<file path="src/rtl/dmem_arbiter_pkg.sv">
// Shared definitions for the data-memory arbiter: port indices and FSM states.
// Latency: n/a (declarations only).
// Backpressure: n/a.
package dmem_arbiter_pkg;

    localparam int NPORTS    = 3;
    localparam int PORT_CPU  = 0;
    localparam int PORT_DISP = 1;
    localparam int PORT_KEY  = 2;

    typedef enum logic {
        OPEN   = 1'b0,
        LOCKED = 1'b1
    } state_t;

    // Port index following the granted port, wrapping after the key port.
    function automatic logic [1:0] next_port(input logic [NPORTS-1:0] onehot);
        logic [1:0] nxt;
        nxt = 2'd0;
        if (onehot[PORT_CPU])  nxt = 2'd1;
        if (onehot[PORT_DISP]) nxt = 2'd2;
        if (onehot[PORT_KEY])  nxt = 2'd0;
        return nxt;
    endfunction

endpackage

</file>
<file path="src/rtl/dmem_arbiter_rr_pick3.sv">
// Combinational 3-way priority pick, searching upward from a start index with wrap.
// Latency: 0 cycles (pure combinational).
// Backpressure: none; non-picked requesters simply stay pending.
module rr_pick3
    import dmem_arbiter_pkg::*;
(
    input  logic [NPORTS-1:0] req,
    input  logic [1:0]        start,
    output logic [NPORTS-1:0] gnt
);

    int   idx;
    logic found;

    // First requesting port at or after start wins; at most one bit set.
    always_comb begin
        gnt   = '0;
        found = 1'b0;
        idx   = 0;
        for (int off = 0; off < NPORTS; off++) begin
            idx = int'(start) + off;
            if (idx >= NPORTS) idx = idx - NPORTS;
            if (!found && req[idx]) begin
                gnt[idx] = 1'b1;
                found    = 1'b1;
            end
        end
    end

endmodule

</file>
<file path="src/rtl/dmem_arbiter.sv">
// Single-port data RAM arbiter for CPU/display/key with a CPU lock; DMEM_ARB_RR_EN selects round-robin.
// Latency: grant same cycle as request, read data one cycle after grant.
// Backpressure: losers hold their request until granted; LOCKED blocks all but the CPU.
module dmem_arbiter
    import dmem_arbiter_pkg::*;
#(
    parameter int AW       = 8,
    parameter int DW       = 8,
    parameter int LOCK_MAX = 15
) (
    input  logic                 clk,
    input  logic                 reset,
    input  logic [NPORTS-1:0]    req_i,
    input  logic [NPORTS-1:0]    we_i,
    input  logic [NPORTS*AW-1:0] addr_i,
    input  logic [NPORTS*DW-1:0] wdata_i,
    input  logic                 cpu_lock_i,
    output logic [NPORTS-1:0]    gnt_o,
    output logic [NPORTS-1:0]    rvalid_o,
    output logic [DW-1:0]        rdata_o,
    output logic                 locked_o,
    output logic                 lock_err_o,
    output logic                 mem_en_o,
    output logic                 mem_we_o,
    output logic [AW-1:0]        mem_addr_o,
    output logic [DW-1:0]        mem_wdata_o,
    input  logic [DW-1:0]        mem_rdata_i
);

    localparam int CW = $clog2(LOCK_MAX + 1);

    state_t            state;
    logic [CW-1:0]     lock_cnt;
    logic              lock_err;
    logic              lock_expired;
    logic [NPORTS-1:0] rvalid_q;
    logic [NPORTS-1:0] pick_gnt;
    logic [NPORTS-1:0] gnt;
    logic [1:0]        start;

`ifdef DMEM_ARB_RR_EN
    logic [1:0] rr_ptr;

    assign start = rr_ptr;

    // Pointer holds the port after the last winner; moves only when something is granted.
    always_ff @(posedge clk) begin
        if (reset)      rr_ptr <= 2'd0;
        else if (|gnt)  rr_ptr <= next_port(gnt);
    end
`else
    assign start = 2'd0;
`endif

    rr_pick3 u_pick (
        .req   (req_i),
        .start (start),
        .gnt   (pick_gnt)
    );

    // A lock that has run its full budget is released without granting the CPU.
    assign lock_expired = (state == LOCKED) && (lock_cnt == CW'(LOCK_MAX));

    // Open arbitration in OPEN, CPU-only in LOCKED, nothing while in reset.
    always_comb begin
        gnt = '0;
        if (!reset) begin
            if (state == OPEN)
                gnt = pick_gnt;
            else if (!lock_expired && req_i[PORT_CPU])
                gnt[PORT_CPU] = 1'b1;
        end
    end

    // Steer the winner onto the RAM port; everything reads as zero when idle.
    always_comb begin
        mem_we_o    = 1'b0;
        mem_addr_o  = '0;
        mem_wdata_o = '0;
        for (int p = 0; p < NPORTS; p++) begin
            if (gnt[p]) begin
                mem_we_o    = we_i[p];
                mem_addr_o  = addr_i[p*AW +: AW];
                mem_wdata_o = wdata_i[p*DW +: DW];
            end
        end
    end

    // Lock FSM with its hold counter and the sticky forced-release flag.
    always_ff @(posedge clk) begin
        if (reset) begin
            state    <= OPEN;
            lock_cnt <= '0;
            lock_err <= 1'b0;
        end else begin
            case (state)
                OPEN: begin
                    if (gnt[PORT_CPU] && cpu_lock_i) begin
                        state    <= LOCKED;
                        lock_cnt <= '0;
                    end
                end
                LOCKED: begin
                    if (lock_cnt != CW'(LOCK_MAX)) lock_cnt <= lock_cnt + 1'b1;
                    if (lock_expired) begin
                        state    <= OPEN;
                        lock_err <= 1'b1;
                    end else if (!cpu_lock_i) begin
                        // Covers both a final unlocked CPU grant and an idle unlock.
                        state <= OPEN;
                    end
                end
                default: state <= OPEN;
            endcase
        end
    end

    // Reads return to their owner one cycle after the grant; writes return nothing.
    always_ff @(posedge clk) begin
        if (reset) rvalid_q <= '0;
        else       rvalid_q <= gnt & ~we_i;
    end

    // A reset arriving in the return cycle kills the pending read strobe.
    assign rvalid_o   = rvalid_q & {NPORTS{~reset}};
    assign rdata_o    = mem_rdata_i;
    assign gnt_o      = gnt;
    assign mem_en_o   = |gnt;
    assign locked_o   = (state == LOCKED);
    assign lock_err_o = lock_err;

endmodule

</file>
<file path="config.mk">
export PLATFORM = sky130hd
export DESIGN_NAME = dmem_arbiter
export DESIGN_NICKNAME = d
export VERILOG_FILES = /design/src/rtl/dmem_arbiter_pkg.sv /design/src/rtl/dmem_arbiter_rr_pick3.sv /design/src/rtl/dmem_arbiter.sv
export SDC_FILE = /design/constraint.sdc
export NUM_CORES = 1
export LEC_CHECK = 0
export CAP_MARGIN = 20
export CORE_UTILIZATION = 30
export CTS_BUF_LIST = sky130_fd_sc_hd__clkbuf_2 sky130_fd_sc_hd__clkbuf_4 sky130_fd_sc_hd__clkbuf_8
export DETAILED_ROUTE_END_ITERATION = 7
export PLACE_DENSITY = 0.92
export SYNTH_ARGS = -nofsm -noshare
export SYNTH_HDL_FRONTEND = slang
export SYNTH_SLANG_ARGS = --single-unit
</file>
<file path="constraint.sdc">
create_clock -name clk -period 2.5 [get_ports clk]
set_input_delay 0.5 -clock clk [delete_from_list [all_inputs] [get_ports clk]]
set_output_delay 0.5 -clock clk [all_outputs]
set_load 0.03 [all_outputs]
</file>
After elaboration in Yosys (flattened, before gate mapping)
Index checks and enable logic that the tools add are counted.
{ "op_classes": {"addsub": 1, "eq_ne": 4, "n_mux": 25, "bitwise": 5, "n_reduce_logical": 11} }
{ "op_table": {"columns": ["operator", "n"], "rows": [
  ["$mux W8", 6],
  ["$mux W1", 11],
  ["$mux W4", 2],
  ["$pmux W4 S2", 1],
  ["$and A3 B3 Y3", 2],
  ["$mux W3", 2],
  ["$logic_and A1 B1 Y1", 5],
  ["$add A4 B1 Y4 const B", 1],
  ["$eq A4 B4 Y1 const B", 1],
  ["$mux W2", 2],
  ["$ne A2 B1 Y1 const B", 2],
  ["$ne A4 B4 Y1 const B", 1],
  ["$reduce_and A2 Y1", 2],
  ["$logic_not A1 Y1", 3],
  ["$not A3 Y3", 1],
  ["$reduce_or A3 Y1", 1],
  ["$not A1 Y1", 2],
  ["$pmux W1 S2", 1]
]} }
{ "totals": {"ff_bits": 9, "input_bits": 65, "elab_cells": 50} }

Depth between registers and ports, before layout
Gate-level depths: netlist (run 1).
{ "logic_depth": {"depth_word": 12, "depth_mapped": 6} }

Cells and area by module
Synthesis (run 1) repeated with hierarchy kept, for this count alone.
{ "unflattened": {"cells_unflattened": 190, "hier_area_um2": 1198.6} }
{ "by_module_without_submodules": {"columns": ["mod", "instances", "cells_per_inst", "area_per_inst_um2", "seq_area_each_um2"], "rows": [
  ["dmem_arbiter", 1, 155, 933.4, 180.2],
  ["rr_pick3", 1, 35, 265.3, 0.0]
]} }

Worst setup path before layout (run 1)
No wires, ideal clock.
{ "synth_timing": {"path_type": "flip-flop to output port", "from": "reg state (netlist: locked_o)", "to": "out mem_en_o", "arrival_time_ps": 1863, "t_required_ps": 2000, "setup_slack_ps": 137, "path_stages_with_launch": 5, "path_cell_list": "dfxtp_1 buf_6 or3_4 clkbuf_1 o21ai_0"} }
{ "synth_between": {"elab_chain_len": 7, "elab_cells_between_ends": 8, "cone_classes": "mux: 4; reduce/logical: 4"} }
{ "synth_lines": {"columns": ["item", "line", "rtl"], "rows": [
  ["start: declaration", "dmem_arbiter.sv:32", "state_t state;"],
  ["start signal: assignment", "dmem_arbiter.sv:92", "state <= OPEN;"],
  ["start signal: assignment", "dmem_arbiter.sv:99", "state <= LOCKED;"],
  ["start signal: assignment", "dmem_arbiter.sv:106", "state <= OPEN;"],
  ["$logic_and A1 B1 Y1", "dmem_arbiter.sv:62", "assign lock_expired = (state == LOCKED) && (lock_cnt == CW'(LOCK_MAX));"],
  ["$logic_not A1 Y1", "dmem_arbiter.sv:70", "else if (!lock_expired && req_i[PORT_CPU])"],
  ["$logic_and A1 B1 Y1", "dmem_arbiter.sv:70", null],
  ["$mux W1", "dmem_arbiter.sv:70", null],
  ["$mux W1", "dmem_arbiter.sv:68", "if (state == OPEN)"],
  ["$mux W3 (*)", "dmem_arbiter.sv:67", "if (!reset) begin"],
  ["$reduce_or A3 Y1 (*)", "dmem_arbiter.sv:128", "assign mem_en_o = |gnt;"],
  ["end: declaration", "dmem_arbiter.sv:23", "output logic mem_en_o,"]
]} }
Every way passes the cells marked *; elsewhere a longest branch is shown, timed or not.

Final worst setup path (run 1)
{ "layout_timing": {"from": "in req_i[0]", "to": "out mem_wdata_o[6]"} }
{ "layout_between": {"elab_chain_len": 10, "elab_cells_between_ends": 17, "cone_classes": "mux: 12; reduce/logical: 5"} }
{ "layout_lines": {"columns": ["item", "line", "rtl"], "rows": [
  ["start: declaration", "dmem_arbiter.sv:13", "input logic [NPORTS-1:0] req_i,"],
  ["$mux W1", "dmem_arbiter_rr_pick3.sv:23", "if (!found && req[idx]) begin"],
  ["$logic_not A1 Y1", "dmem_arbiter_rr_pick3.sv:23", null],
  ["$logic_and A1 B1 Y1", "dmem_arbiter_rr_pick3.sv:23", null],
  ["$mux W1", "dmem_arbiter_rr_pick3.sv:23", null],
  ["$logic_not A1 Y1", "dmem_arbiter_rr_pick3.sv:23", null],
  ["$logic_and A1 B1 Y1", "dmem_arbiter_rr_pick3.sv:23", null],
  ["$mux W3", "dmem_arbiter_rr_pick3.sv:23", null],
  ["$mux W2", "dmem_arbiter.sv:68", null],
  ["$mux W3 (*)", "dmem_arbiter.sv:67", null],
  ["$mux W8 (*)", "dmem_arbiter.sv:81", "if (gnt[p]) begin"],
  ["end: declaration", "dmem_arbiter.sv:26", "output logic [DW-1:0] mem_wdata_o,"]
]} }
Marked as above.

==> flow_metrics.tcl, run 1 <==
set metrics [dict create \
    insertedDiodeCount 0 \
    die_y_extent_um 58.3 \
    timing.rr.start "lock_cnt[0]$_SDFFE_PP0P_" \
    cp_cell_sequence "dlygate4sd2_1 > or3_4 > or2_4 > buf_6 > o22a_1 > buf_6" \
    synth_largest_type_area_fraction_pct 18.9 \
    overflow 0 \
    grt_first_pass_wirelength_um 5240 \
    nNetsFinal 281 \
    maxSlewHeadroom_pct 77.3 \
    synth-compound-area-share_pct 30.4 \
    numPlacedInstances 254 \
    initial_util_pct 31.4 \
    ant_nets 0 \
    mostFrequentLayoutCells "59 x sky130_fd_sc_hd__clkdlybuf4s50_1, 20 x sky130_fd_sc_hd__buf_4, 19 x sky130_fd_sc_hd__nand2_1, 19 x sky130_fd_sc_hd__a21oi_1" \
    synth_seq_cells 9 \
    rrSetupSlack_ns 1.15 \
    finalWeightedCongestion 0.819 \
    timing.hold.worst_endpoint "lock_err_o$_SDFFE_PP0P_" \
    run_status "finished, final reports clean" \
    p_leak_nw 0.814 \
    ir_worst_vdd_uv 128 \
    hold_depth 2 \
    dominant_register_cell_in_the_synthesized_netlist "sky130_fd_sc_hd__dfxtp_1" \
    hold_path_startpoint "lock_err_o$_SDFFE_PP0P_" \
    drc 0 \
    dp_hpwl_um 2450 \
    layout.cells.non_filler 258 \
    antenna_found_initial 0 \
    postSynthNetCount 202 \
    power.density_cell_area_nw_per_um2 301 \
    rows 20 \
    fp.coreArea_sq_um 3030 \
    synth-adder-area-share_pct 1.31 \
    critical_path.endpoint_type "output pin" \
    drtIter0Drc 40 \
    cts_htree_levels 1 \
    detail_route.wl_per_cell_um 12.2 \
    cts_root_buffer "sky130_fd_sc_hd__clkbuf_4" \
    hp-class "reg2reg" \
    vias_per_inst 4.85 \
    warning_count_from_the_yosys_run 0 \
    reg2reg_to "lock_cnt[1]$_SDFFE_PP0P_" \
    post_synth_instance_area_sq_um 952 \
    r2r.worst_path.cells 4 \
    clock_tree_from_tritoncts "yes" \
    grt_max_degree 21 \
    placement.io_buffers 82 \
    netlist.top_cell.by_area "sky130_fd_sc_hd__dfxtp_1" \
    final_critical_period_ns 2.37 \
    tritoncts_num_sinks 9 \
    layout_commonest_cell "sky130_fd_sc_hd__clkdlybuf4s50_1" \
    synth_xor_xnor_area_share_pct 0 \
    post_synth_main_area_contributors "sky130_fd_sc_hd__dfxtp_1 19%, sky130_fd_sc_hd__o22a_1 16%, sky130_fd_sc_hd__and3_1 11%" \
    synth.yosys.seq_area_share_pct 18.9 \
    critical_path.startpoint_type "input pin" \
    area_of_the_die_sq_um 3400 \
    insertion_delay_ns 0.26 \
    setup_repair_after_global_routing_missed_its_margin "false" \
    groute.usage.overall_pct 19.6 \
    synth_cells 136 \
    path_max_fanout 4 \
    criticalPathCategory "in2out" \
    synth-simple-area-share_pct 32.6 \
    critical-path-slowest-cell "sky130_fd_sc_hd__or3_4" \
    syn_to_final_growth_pct 90.8 \
    cts_setup_buffers 0 \
    clk_transition_reported_paths_ns 0.06 \
    layout-drive-gt1-share_pct 19.6 \
    max_freq_mhz 421 \
    critPathMaxStageDelay_ns 0.38 \
    finalHoldViolCount 0 \
    max_cap_violations 0 \
    layout_worst_path_cycle_share_pct 94.9 \
    synth-edff-count 0 \
    timing.critical_path.mode_cell "sky130_fd_sc_hd__buf_6" \
    route.vias.total 1251 \
    report.final.setup_viol 0 \
    number_of_buffers_created_by_cts 3 \
    clockBufferDepth 2 \
    postSynthAreaPerCell_sq_um 7.00 \
    crit_arrival_ns 1.87 \
    clock-skew-final_ns 0.000517 \
    post_synthesis_mux_area_share_pct 1.05 \
    drt_pre_antenna_iters 4 \
    worstPathRequired_ns 2.00 \
    first_global_vias 1228 \
    ioPinCount 99 \
    report.final.slew_viol_count 0 \
    ys_types 26 \
    synth_top_family_by_area "simple AND/OR/NAND/NOR gates" \
    worstMarginPinSlew_ns 0.336 \
    async_reset_ff_share_pct 0 \
    fin_util_pct 60.0 \
    die_x_um 58.3 \
    routed_wirelength_um 3160 \
]
[stage by stage]
step / total power (W) / instance area (sq um) / hold slack (ns) / TNS, ns / setup WS, ns
finish: 0.000546 / 1820 / 0.447 / 0 / 0.127
global route: 0.000574 / 1820 / 0.485 / 0 / 0.0847
floorplan: 0.000298 / 952 / 0.472 / 0 / 0.137
global placement: 0.000415 / 1740 / 0.433 / -1.40 / -0.0922
detailed placement: 0.000417 / 1740 / 0.438 / -1.58 / -0.106
CTS: 0.000551 / 1820 / 0.446 / 0 / 0.124
[worst max path at each step]
stage | from | endpoint | slack [ns] | cells after the start
6_report | req_i[0] | mem_wdata_o[6] | 0.13 | 6
3_3_place_gp | reset | mem_addr_o[0] | -0.09 | 6
5_1_grt | req_i[0] | mem_addr_o[5] | 0.08 | 6
2_1_floorplan | locked_o$_SDFF_PP0_ | mem_en_o | 0.14 | 4
4_1_cts | req_i[0] | mem_wdata_o[6] | 0.12 | 6
3_5_place_dp | reset | mem_addr_o[0] | -0.11 | 6
[Yosys cell counts (4+ instances only)]
| cell type | count |
|---|---|
| sky130_fd_sc_hd__clkbuf_1 | 9 |
| sky130_fd_sc_hd__a21oi_1 | 19 |
| sky130_fd_sc_hd__buf_4 | 8 |
| sky130_fd_sc_hd__nand2_1 | 19 |
| sky130_fd_sc_hd__inv_1 | 6 |
| sky130_fd_sc_hd__nor2_1 | 4 |
| sky130_fd_sc_hd__and3_1 | 17 |
| sky130_fd_sc_hd__o22a_1 | 17 |
| sky130_fd_sc_hd__nor2b_1 | 4 |
| sky130_fd_sc_hd__dfxtp_1 | 9 |
[registers in the layout, indices dropped and copies added (netlist names)]
register	cells
lock_err_o	1
locked_o	1
lock_cnt	4
rvalid_q	3
[kinds of logic (layout without fill, tap and decap cells)]
logic type	count (synthesis)	in the layout
simple gates	57	57
compound gates	42	42
buf+inv	26	104
flops	9	9
fa+ha+maj	1	1
mux	1	1
[worst max-delay path, delay by kind of cell]
family	cells	cell delay, ns
and+or+nand+nor	2	0.64
buffers and inverters	3	0.51
AOI/OAI and AO/OA	1	0.22
[timing repair]
action	CTS	global route
setup endpoints to repair	17	0
resized for setup	16	0
hold buffers	0	0
[power by group]
part	internal, W	leakage [nW]	switching (W)
registers	0.000147	0.0731	0.00000204
clock network	0.0000723	0.0184	0.0000505
logic	0.000154	0.722	0.000120
[layout make-up]
| cell class | instances | area [sq um] |
|---|---|---|
| Clock buffer | 4 | 30.0 |
| Fill cell | 279 | 1210 |
| Timing Repair Buffer | 94 | 905 |
| Multi-Input combinational cell | 101 | 624 |
| Inverter | 6 | 22.5 |
| Tap cell | 44 | 55.1 |
| Sequential cell | 9 | 180 |
[routing by layer]
metal | track usage [%] | share of wire [%]
met1 | 21.7 | 41
met2 | 38.3 | 52
met3 | 3.30 | 6.2
met4 | 4.76 | 0.51
met5 | 0 | 0
(Power assumes the default switching activity.)
==> inputs of run 2 (changes only) <==
Settings changed: CORE_UTILIZATION 30 to 27, PLACE_DENSITY 0.92 to 0.87.
Clock period 2.5 ns to 2.15 ns, I/O delays scaled along.
==> flow_metrics.tcl, run 2 (same netlist as run 1, synthesis figures left out) <==
set metrics [dict create \
    layout.cells.non_filler 263 \
    fp.coreArea_sq_um 3360 \
    report.final.slew_viol_count 0 \
    route.vias.total 1350 \
    nNetsFinal 284 \
    cts_htree_levels 1 \
    finalHoldViolCount 0 \
    fin_util_pct 56.7 \
    power.density_cell_area_nw_per_um2 341 \
    setup_repair_after_global_routing_missed_its_margin "true" \
    critical_path.startpoint_type "input pin" \
    post-place-ws_ns -0.340 \
    finalWeightedCongestion 0.823 \
    run_status "finished with violations" \
    p_leak_nw 0.858 \
    worst_setup_path_startpoint "reset" \
    layout_commonest_cell "sky130_fd_sc_hd__clkdlybuf4s50_1" \
    ioPinCount 99 \
    clock_tree_from_tritoncts "yes" \
    clockBufferDepth 2 \
    area_of_the_die_sq_um 3770 \
    detail_route.wl_per_cell_um 14.0 \
    path_max_fanout 7 \
    layout_top_registers "lock_cnt x4, rvalid_q x3" \
    register_with_the_highest_flop_count "lock_cnt" \
    routed_wirelength_um 3680 \
    crit_arrival_ns 1.72 \
    criticalPathCategory "in2out" \
    hold_path_startpoint "lock_err_o$_SDFFE_PP0P_" \
    die_y_extent_um 61.4 \
    ir_worst_vdd_uv 218 \
    syn_to_final_growth_pct 100 \
    number_of_buffers_created_by_cts 3 \
    placement.io_buffers 82 \
    drt_pre_antenna_iters 4 \
    ant_nets 0 \
    max_freq_mhz 465 \
    cts_root_buffer "sky130_fd_sc_hd__clkbuf_4" \
    clock-skew-final_ns 0.00953 \
    initial_util_pct 28.3 \
    insertedDiodeCount 0 \
    critical_path.endpoint_type "output pin" \
    largest_register_ff_count 4 \
    placed_cell_area_sq_um 1760 \
    layout_worst_path_cycle_share_pct 100 \
    post_cts_hold_buffer_count 0 \
    max_cap_violations 0 \
    drtIter0Drc 29 \
    clk_transition_reported_paths_ns 0.07 \
    mostFrequentLayoutCells "54 x sky130_fd_sc_hd__clkdlybuf4s50_1, 19 x sky130_fd_sc_hd__nand2_1, 19 x sky130_fd_sc_hd__a21oi_1, 19 x sky130_fd_sc_hd__buf_4, 18 x sky130_fd_sc_hd__buf_6" \
    report.final.setup_viol 1 \
    first_global_vias 1223 \
    dp_hpwl_um 2640 \
    numPlacedInstances 257 \
    layout-drive-gt1-share_pct 25.8 \
    insertion_delay_ns 0.27 \
    vias_per_inst 5.13 \
    whs_ns 0.449 \
    grt_max_degree 21 \
    groute.usage.overall_pct 19.2 \
    post_layout_worst_setup_margin_ns -0.00157 \
    hp-class "reg2reg" \
    worstPathRequired_ns 1.72 \
    rows 21 \
    drc 0 \
    timing.rr.start "locked_o$_SDFF_PP0_" \
    tritoncts_num_sinks 9 \
    worstMarginPinSlew_ns 0.301 \
    failing_checks "negative setup slack" \
    overflow 0 \
    finish.instance_area_sq_um 1910 \
    final_critical_period_ns 2.15 \
    die_x_um 61.4 \
    antenna_found_initial 0 \
    rrSetupSlack_ns 0.82 \
    grt_first_pass_wirelength_um 5420 \
    maxSlewHeadroom_pct 79.9 \
]
[run 2: layout make-up]
type                    instances  area [sq um]
clock inverters                 1          5.00
inverters                       6          22.5
well taps                      46          57.6
repair buffers                 97           961
clock buffers                   3          22.5
flip-flops and latches          9           184
fillers                       333          1460
multi-input cells             101           653
[run 2: what timing repair did]
item / in CTS / in global routing
endpoints found under the hold margin: 0 / 0
resized for setup: 33 / 3
gates cloned: 1 / 0
pin swaps: 6 / 4
buffers inserted: 1 / 0
endpoints found under the setup margin: 21 / 17
[run 2: worst paths after layout]
| check | depth (start not counted) | end |
|---|---|---|
| setup / recovery | 6 | mem_addr_o[5] |
| hold / removal | 2 | lock_err_o$_SDFFE_PP0P_ |
| setup reg to reg | 5 | rvalid_q[2]$_SDFF_PP0_ |
| hold reg to reg | 2 | lock_err_o$_SDFFE_PP0P_ |
[run 2: worst max-delay path, cell delays in order]
cell,delay [ns]
sky130_fd_sc_hd__buf_2,0.11
sky130_fd_sc_hd__or3_4,0.38
sky130_fd_sc_hd__or2_4,0.30
sky130_fd_sc_hd__buf_12,0.15
sky130_fd_sc_hd__o22a_1,0.21
sky130_fd_sc_hd__buf_6,0.14
[run 2: per-layer routing]
| layer | part of all wire (%) | up-vias | track usage [%] |
|---|---|---|---|
| met2 | 52 | 63 | 36.8 |
| met3 | 6.8 | 2 | 4.41 |
| li1 | - | 649 | - |
| met4 | 0.52 | 0 | 2.22 |
| met5 | 0 | - | 0 |
| met1 | 40 | 636 | 22.2 |
[run 2: power by group]
group	leakage (nW)	internal (W)	switching (W)
logic	0.766	0.000191	0.000149
clock network	0.0177	0.0000688	0.0000671
registers	0.0744	0.000171	0.00000280
total	0.858	0.000431	0.000219
[run 2: per-stage QoR]
step | total power (W) | TNS [ns]
2_1_floorplan | 0.000347 | 0
3_3_place_gp | 0.000489 | -5.94
3_5_place_dp | 0.000492 | -5.78
4_1_cts | 0.000650 | -0.134
5_1_grt | 0.000682 | -0.510
6_report | 0.000650 | -0.00157
